--- src/rtl/mem_bus_pkg.sv ---
// Shared constants and types for the external data-memory bus sequencer.
// Holds the bus width defaults, the sequencer state type and the read-latency counter width.
package mem_bus_pkg;

    localparam int MB_ADDR_W = 8;
    localparam int MB_DATA_W = 16;

    // Wide enough for a READ_LAT of up to 3 (counts READ_LAT-1 down to 0).
    localparam int LAT_CNT_W = 2;

    typedef enum logic [1:0] {
        IDLE  = 2'd0,
        WRITE = 2'd1,
        READ  = 2'd2,
        TURN  = 2'd3
    } mb_state_t;

    function automatic logic [LAT_CNT_W-1:0] lat_load(input int read_lat);
        return LAT_CNT_W'(read_lat - 1);
    endfunction

endpackage

--- src/rtl/rr_arb2.sv ---
// Two-way round-robin grant selection, purely combinational.
// On a tie the requester that did not win last time is chosen; no grant when en is low.
module rr_arb2 (
    input  logic [1:0] req,
    input  logic       last_gnt,
    input  logic       en,
    output logic [1:0] gnt
);

    always_comb begin
        gnt = 2'b00;
        if (en) begin
            case (req)
                2'b01:   gnt = 2'b01;
                2'b10:   gnt = 2'b10;
                2'b11:   gnt = last_gnt ? 2'b01 : 2'b10;
                default: gnt = 2'b00;
            endcase
        end
    end

endmodule

--- src/rtl/mem_bus_ctrl.sv ---
// Arbiter and sequencer for the shared external data-memory bus with two requesters.
// Define MEMBUS_TURNAROUND_EN to insert one dead bus cycle (TURN) after every write.
module mem_bus_ctrl
    import mem_bus_pkg::*;
#(
    parameter int ADDR_W   = MB_ADDR_W,
    parameter int DATA_W   = MB_DATA_W,
    parameter int READ_LAT = 1
) (
    input  logic              clk,
    input  logic              rst,
    input  logic              r0_req,
    input  logic              r0_we,
    input  logic [ADDR_W-1:0] r0_addr,
    input  logic [DATA_W-1:0] r0_wdata,
    input  logic              r1_req,
    input  logic              r1_we,
    input  logic [ADDR_W-1:0] r1_addr,
    input  logic [DATA_W-1:0] r1_wdata,
    output logic              r0_gnt,
    output logic              r1_gnt,
    output logic              r0_rvalid,
    output logic              r1_rvalid,
    output logic [DATA_W-1:0] rdata,
    output logic [ADDR_W-1:0] mem_addr,
    output logic              mem_we,
    output logic              mem_oe,
    output logic [DATA_W-1:0] mem_wdata,
    input  logic [DATA_W-1:0] mem_rdata
);

    localparam logic [LAT_CNT_W-1:0] LAT_INIT = lat_load(READ_LAT);

    mb_state_t            state;
    logic                 last_gnt;
    logic                 owner;
    logic [LAT_CNT_W-1:0] lat_cnt;
    logic [1:0]           gnt;
    logic [1:0]           rvalid;
    logic                 arb_en;
    logic                 grant_any;
    logic                 sel;
    logic                 sel_we;
    logic [ADDR_W-1:0]    sel_addr;
    logic [DATA_W-1:0]    sel_wdata;

    // Grants only come out of IDLE, and never while reset is being applied.
    assign arb_en = (state == IDLE) && !rst;

    rr_arb2 u_arb (
        .req      ({r1_req, r0_req}),
        .last_gnt (last_gnt),
        .en       (arb_en),
        .gnt      (gnt)
    );

    assign r0_gnt    = gnt[0];
    assign r1_gnt    = gnt[1];
    assign grant_any = |gnt;
    assign sel       = gnt[1];
    assign r0_rvalid = rvalid[0];
    assign r1_rvalid = rvalid[1];

    always_comb begin
        sel_we    = r0_we;
        sel_addr  = r0_addr;
        sel_wdata = r0_wdata;
        if (sel) begin
            sel_we    = r1_we;
            sel_addr  = r1_addr;
            sel_wdata = r1_wdata;
        end
    end

    // All pad outputs are registered so no request input reaches the pads combinationally.
    always_ff @(posedge clk) begin
        if (rst) begin
            state     <= IDLE;
            last_gnt  <= 1'b1;
            owner     <= 1'b0;
            lat_cnt   <= '0;
            mem_addr  <= '0;
            mem_we    <= 1'b0;
            mem_oe    <= 1'b0;
            mem_wdata <= '0;
            rdata     <= '0;
            rvalid    <= 2'b00;
        end else begin
            rvalid <= 2'b00;
            mem_we <= 1'b0;
            mem_oe <= 1'b0;
            case (state)
                IDLE: begin
                    if (grant_any) begin
                        owner    <= sel;
                        last_gnt <= sel;
                        mem_addr <= sel_addr;
                        if (sel_we) begin
                            mem_wdata <= sel_wdata;
                            mem_we    <= 1'b1;
                            mem_oe    <= 1'b1;
                            state     <= WRITE;
                        end else begin
                            lat_cnt <= LAT_INIT;
                            state   <= READ;
                        end
                    end
                end
                WRITE: begin
`ifdef MEMBUS_TURNAROUND_EN
                    state <= TURN;
`else
                    state <= IDLE;
`endif
                end
                READ: begin
                    if (lat_cnt == '0) begin
                        rdata         <= mem_rdata;
                        rvalid[owner] <= 1'b1;
                        state         <= IDLE;
                    end else begin
                        lat_cnt <= lat_cnt - 1'b1;
                    end
                end
                TURN: begin
                    state <= IDLE;
                end
                default: begin
                    state <= IDLE;
                end
            endcase
        end
    end

endmodule

--- config.mk ---
export PLATFORM = sky130hd
export DESIGN_NAME = mem_bus_ctrl
export DESIGN_NICKNAME = d
export VERILOG_FILES = /design/src/rtl/mem_bus_pkg.sv /design/src/rtl/rr_arb2.sv /design/src/rtl/mem_bus_ctrl.sv
export SDC_FILE = /design/constraint.sdc
export NUM_CORES = 1
export LEC_CHECK = 0
export CORE_MARGIN = 2
export CORE_UTILIZATION = 42
export DETAILED_ROUTE_END_ITERATION = 6
export GPL_ROUTABILITY_DRIVEN = 1
export PLACE_DENSITY = 0.89
export SYNTH_ARGS = -nofsm -noshare
export SYNTH_HDL_FRONTEND = slang
export SYNTH_HIERARCHICAL = 1
export SYNTH_SLANG_ARGS = --single-unit
--- constraint.sdc ---
create_clock -name clk -period 5.1 [get_ports clk]
set_clock_uncertainty 0.15 [all_clocks]
set_input_delay 0.765 -clock clk [delete_from_list [all_inputs] [get_ports clk]]
set_output_delay 0.765 -clock clk [all_outputs]
set_load 0.03 [all_outputs]
# Word level (Yosys, flattened, before mapping)
# Cells that the tools add are included.
# classes
addsub	1
magnitude_cmp	2
n_eq_ne	10
muxes	17
bitwise	4
reduce_logical	15
# op_table
op	count
$mux 16	1
$mux 2	8
$pmux 2 s3	2
$eq 2x2->1 const B	4
$mux 8	1
$ne 2x2->1 const B	4
$reduce_and 2->1	3
$reduce_or 3->1	2
$eq 2x1->1 const B	2
$logic_not 2->1	2
$not 1->1	4
$pmux 2 s2	1
$reduce_and 4->1	1
$reduce_or 2->1	2
$mux 1	3
$reduce_and 3->1	1
$logic_and 1x1->1	2
$lt 1x2->1 const B	1
$reduce_bool 2->1	1
$sub 2x1->2 const B	1
$demux 1 s1	1
$ge 1x1->1 const B	1
$logic_not 1->1	1
# word_totals
regBits	49
out_inout_bits	46

# Depth between registers and ports, before layout
# logic_depth
depth_word	7
depth_mapped	12

# Modules after synthesis
# Netlist, hierarchy kept.
# by_module_without_submodules
mod	instances	cells_per_inst	area_each_um2	seq_area_each_um2
mem_bus_ctrl	1	244	2119.5	980.9
rr_arb2	1	5	21.3	0.0

# Least setup slack after synthesis
# No wires, ideal clock.
# synth_timing
kind	input to register
from	input port rst
to	register mem_wdata[10]
setup_time_ns	0.087
arrival_ns	2.948
required_time_ns	4.863
setup_slack_ns	1.916
stages	10
n_path_buf	4
cell_sequence	clkbuf_1 > clkbuf_1 > nor2_1 > nand2_1 > a21oi_1 > nand2_1 > a21o_1 > buf_6 > buf_8 > a221oi_2
# synth_between
elab_chain_len	5
elab_cells_between_ends	7
classes_between	3 x mux; 4 x reduce/logical
# synth_rtl
item	line_no	source
start: declaration	mem_bus_ctrl.sv:11	input logic rst,
$logic_not 1->1 (*)	mem_bus_ctrl.sv:48	assign arb_en = (state == IDLE) && !rst;
$logic_and 1x1->1 (*)	mem_bus_ctrl.sv:48	
net arb_en	mem_bus_ctrl.sv:40	logic arb_en;
$mux 2 (*)	rr_arb2.sv:12	if (en) begin
net r1_gnt	mem_bus_ctrl.sv:21	output logic r1_gnt,
$reduce_or 2->1 or $mux 1 (tied branches)	mem_bus_ctrl.sv:59, mem_bus_ctrl.sv:68	
$reduce_and 3->1 (no line)	-	
end signal: assignment	mem_bus_ctrl.sv:99	mem_wdata <= sel_wdata;
end: declaration	mem_bus_ctrl.sv:28	output logic [DATA_W-1:0] mem_wdata,
# Mark *: on every way through the listed nets, which the timed path passes. The rest lies on a longest branch.
# A chain may end at the register's enable or synchronous reset.

# Worst setup path in the final report
# layout_timing
from	register state[1]
to	output port r0_gnt
# layout_between
elab_chain_len	3
# layout_rtl
item	line_no	source
start: declaration	mem_bus_ctrl.sv:34	mb_state_t state;
start signal: assignment	mem_bus_ctrl.sv:78	state <= IDLE;
start signal: assignment	mem_bus_ctrl.sv:102	state <= WRITE;
start signal: assignment	mem_bus_ctrl.sv:105	state <= READ;
$logic_not 2->1	mem_bus_ctrl.sv:48	
$logic_and 1x1->1	mem_bus_ctrl.sv:48	
net arb_en	mem_bus_ctrl.sv:40	
$mux 2	rr_arb2.sv:12	
end: declaration	mem_bus_ctrl.sv:20	output logic r0_gnt,
# The timed path passes the listed nets, and every way through them passes these cells.

==> reports/metrics.csv <==
metric;value;unit
cts_max_path_buffers;2;
io_pins;116;
period_minus_slack;3.46;ns
cts-resized-gates;0;
p_sw_share;29.0;%
cts-buffers-inserted;5;
synth_edf_count;0;
path_max_fanout;18;
ys_ff_latch;49;
drc;0;
n_fill_cell;408;
die-area;5680;µm²
drt_iter0_markers;79;
core.rowCount;25;
wl_per_cell;13.7;µm
antenna_found_initial;0;
die_h;75.4;µm
switchingPower;288;µW
tns;0;ns
cts_sinks;49;
maxCapViolCount;0;
slew_viol_final;0;
netlist_instances;249;
power_density;293;nW/µm²
vias_per_cell;5.16;
grt_pass1_wl;9.04;mm
dieWidth;75.4;µm
p_seq_share;43.3;%
drtPass1Iterations;4;
tritoncts;done;
grt_util_all_layers;20.6;%
finalNetCount;422;
synth_top_area_share;45.8;%
avgSynthCellArea;8.60;µm²
clk-insertion-delay-late;0.29;ns
area_growth;58.2;%
layout.cells.non_filler;419;
start_kind;register;
antenna_cells;0;
crit_type;register to output port;
clock.fmax;289;MHz
cp-end-kind;output port;
gr-total-overflow;0;
path_clk_slew;0.09;ns
synth_area_leaders;dfxtp_1 (46%), a21oi_1 (10%), nand2_1 (6.3%);
max_slew_margin;50.9;%
syn_nets;320;
dp.cells;411;
drtAntennaViolNets;0;
hold_viol;0;
core-area;4820;µm²
ys_seq_area_share;45.8;%
worst_pin_slew;0.736;ns
synthArstFlopShare;0;%
place.gp.congestion;0.736;
rsz0062_at_grt;false;
cts_setup_buffers;0;
p_leak;0.00117;µW
grt_pass1_vias;2120;
synth_ff_type;dfxtp_1;
hold_buffers;0;
synth.largest_area_cell;dfxtp_1;
min_path_type;register to register;
yosysUniqueCellTypes;31;
cts_root_buf;clkbuf_8;
grt_max_degree;50;
yosysWarningCount;6;
port_buffers;115;
drt-total-wl;5.74;mm
cp.required;4.18;ns
drive_above_1_share;5.97;%
syn-cell-area;2140;µm²
pwr-share-clk;28.6;%
dpl.hpwl;4.06;mm
vdd_ir_drop_max;0.185;mV
htree_levels;2;
outcome;finished clean;
internal-power;705;µW
p_comb_share;28.1;%
initial_core_util;44.4;%
period_share;67.9;%
setup_viol;0;
vias;2161;
arrival;2.55;ns
==> metrics by stage <==
stage	total power [µW]	instance area (µm²)	utilization [%]	hold slack, ns	setup WS (ns)
global route	1040	3390	70.3	0.323	1.46
detailed placement	717	3270	67.8	0.300	1.70
CTS	1000	3390	70.3	0.312	1.69
floorplan	597	2140	-	0.267	1.92
finish	993	3390	70.3	0.310	1.64
global placement	712	3270	67.8	0.291	1.83
==> critical path, cell delays in order (launching register included) <==
cell	delay, ns
dfxtp_1	0.39
or2_1	0.47
nor2_1	0.24
nand2_1	0.07
a21oi_1	0.33
clkdlybuf4s50_1	0.75
==> cell usage after synthesis, types with 2 or more instances <==
master and number:
clkbuf_1 16, o21ai_0 17, dfxtp_1 49, nand3b_1 2
a211oi_1 8, nand2_1 36, or2_1 2, a31oi_1 3
and2_1 2, mux2i_1 8, a221oi_2 8, nor2_1 5
a21oi_1 43, buf_6 3, a221oi_1 9, inv_1 22
or3b_2 2
==> power groups by stage <==
stage / combinational (µW) / clock, µW / sequential, µW
6_report: 279 / 284 / 430
5_1_grt: 303 / 303 / 433
4_1_cts: 280 / 290 / 430
3_5_place_dp: 279 / 0 / 438
3_3_place_gp: 275 / 0 / 437
2_1_floorplan: 108 / 0 / 489
==> cells by family after synthesis <==
kind of cell	after synthesis	share of synthesized area, %
mux	8	3.74
flops	49	45.8
simple gates	56	12.2
buf+inv	44	9.47
compound gates	91	28.2
fa+ha+maj	1	0.584
==> layout make-up <==
| type | count | area (µm²) | area share [%] |
|---|---|---|---|
| clock buffers | 6 | 82.6 | 2.44 |
| clock inverters | 2 | 37.5 | 1.11 |
| inverters | 22 | 82.6 | 2.44 |
| multi-input cells | 156 | 957 | 28.3 |
| flip-flops and latches | 49 | 981 | 29.0 |
| well taps | 67 | 83.8 | 2.48 |
| repair buffers | 117 | 1160 | 34.3 |
==> cell usage in the layout, fill, tap and decap left out, types with 2 or more instances in the layout <==
cell,Yosys,final
dfxtp_1,49,49
mux2i_1,8,8
buf_4,1,2
or3b_2,2,2
a221oi_1,9,9
or2_1,2,2
and2_1,2,2
a221oi_2,8,8
nor2_1,5,5
clkbuf_8,0,6
nand2_1,36,36
a211oi_1,8,8
a21oi_1,43,43
nand3b_1,2,2
inv_1,22,22
o21ai_0,17,17
clkdlybuf4s50_1,0,114
a31oi_1,3,3
==> routing by layer <==
layer  GRT usage (%)  part of all wire (%)
met5               0                     0
met4            8.19                  0.78
met3            5.42                   7.2
met2            35.2                    50
met1            24.7                    42
==> flip-flops by register name, indices dropped and copies added (netlist names) <==
| name | flops |
|---|---|
| rvalid | 2 |
| owner | 1 |
| last_gnt | 1 |
| mem_wdata | 16 |
| mem_oe | 1 |
| rdata | 16 |
| state | 2 |
| lat_cnt | 2 |
| mem_addr | 8 |
==> path summary, 6_finish.rpt <==
check / start / cells after the start / slack (ns) / endpoint
worst min register to register: rdata[7] / 2 / 0.31 / rdata[7]
worst min-delay path: rdata[7] / 2 / 0.31 / rdata[7]
worst max register to register: state[1] / 8 / 1.76 / mem_wdata[3]
worst max-delay path: state[1] / 5 / 1.64 / r0_gnt
Note: power is estimated with default switching activity, not from simulation.
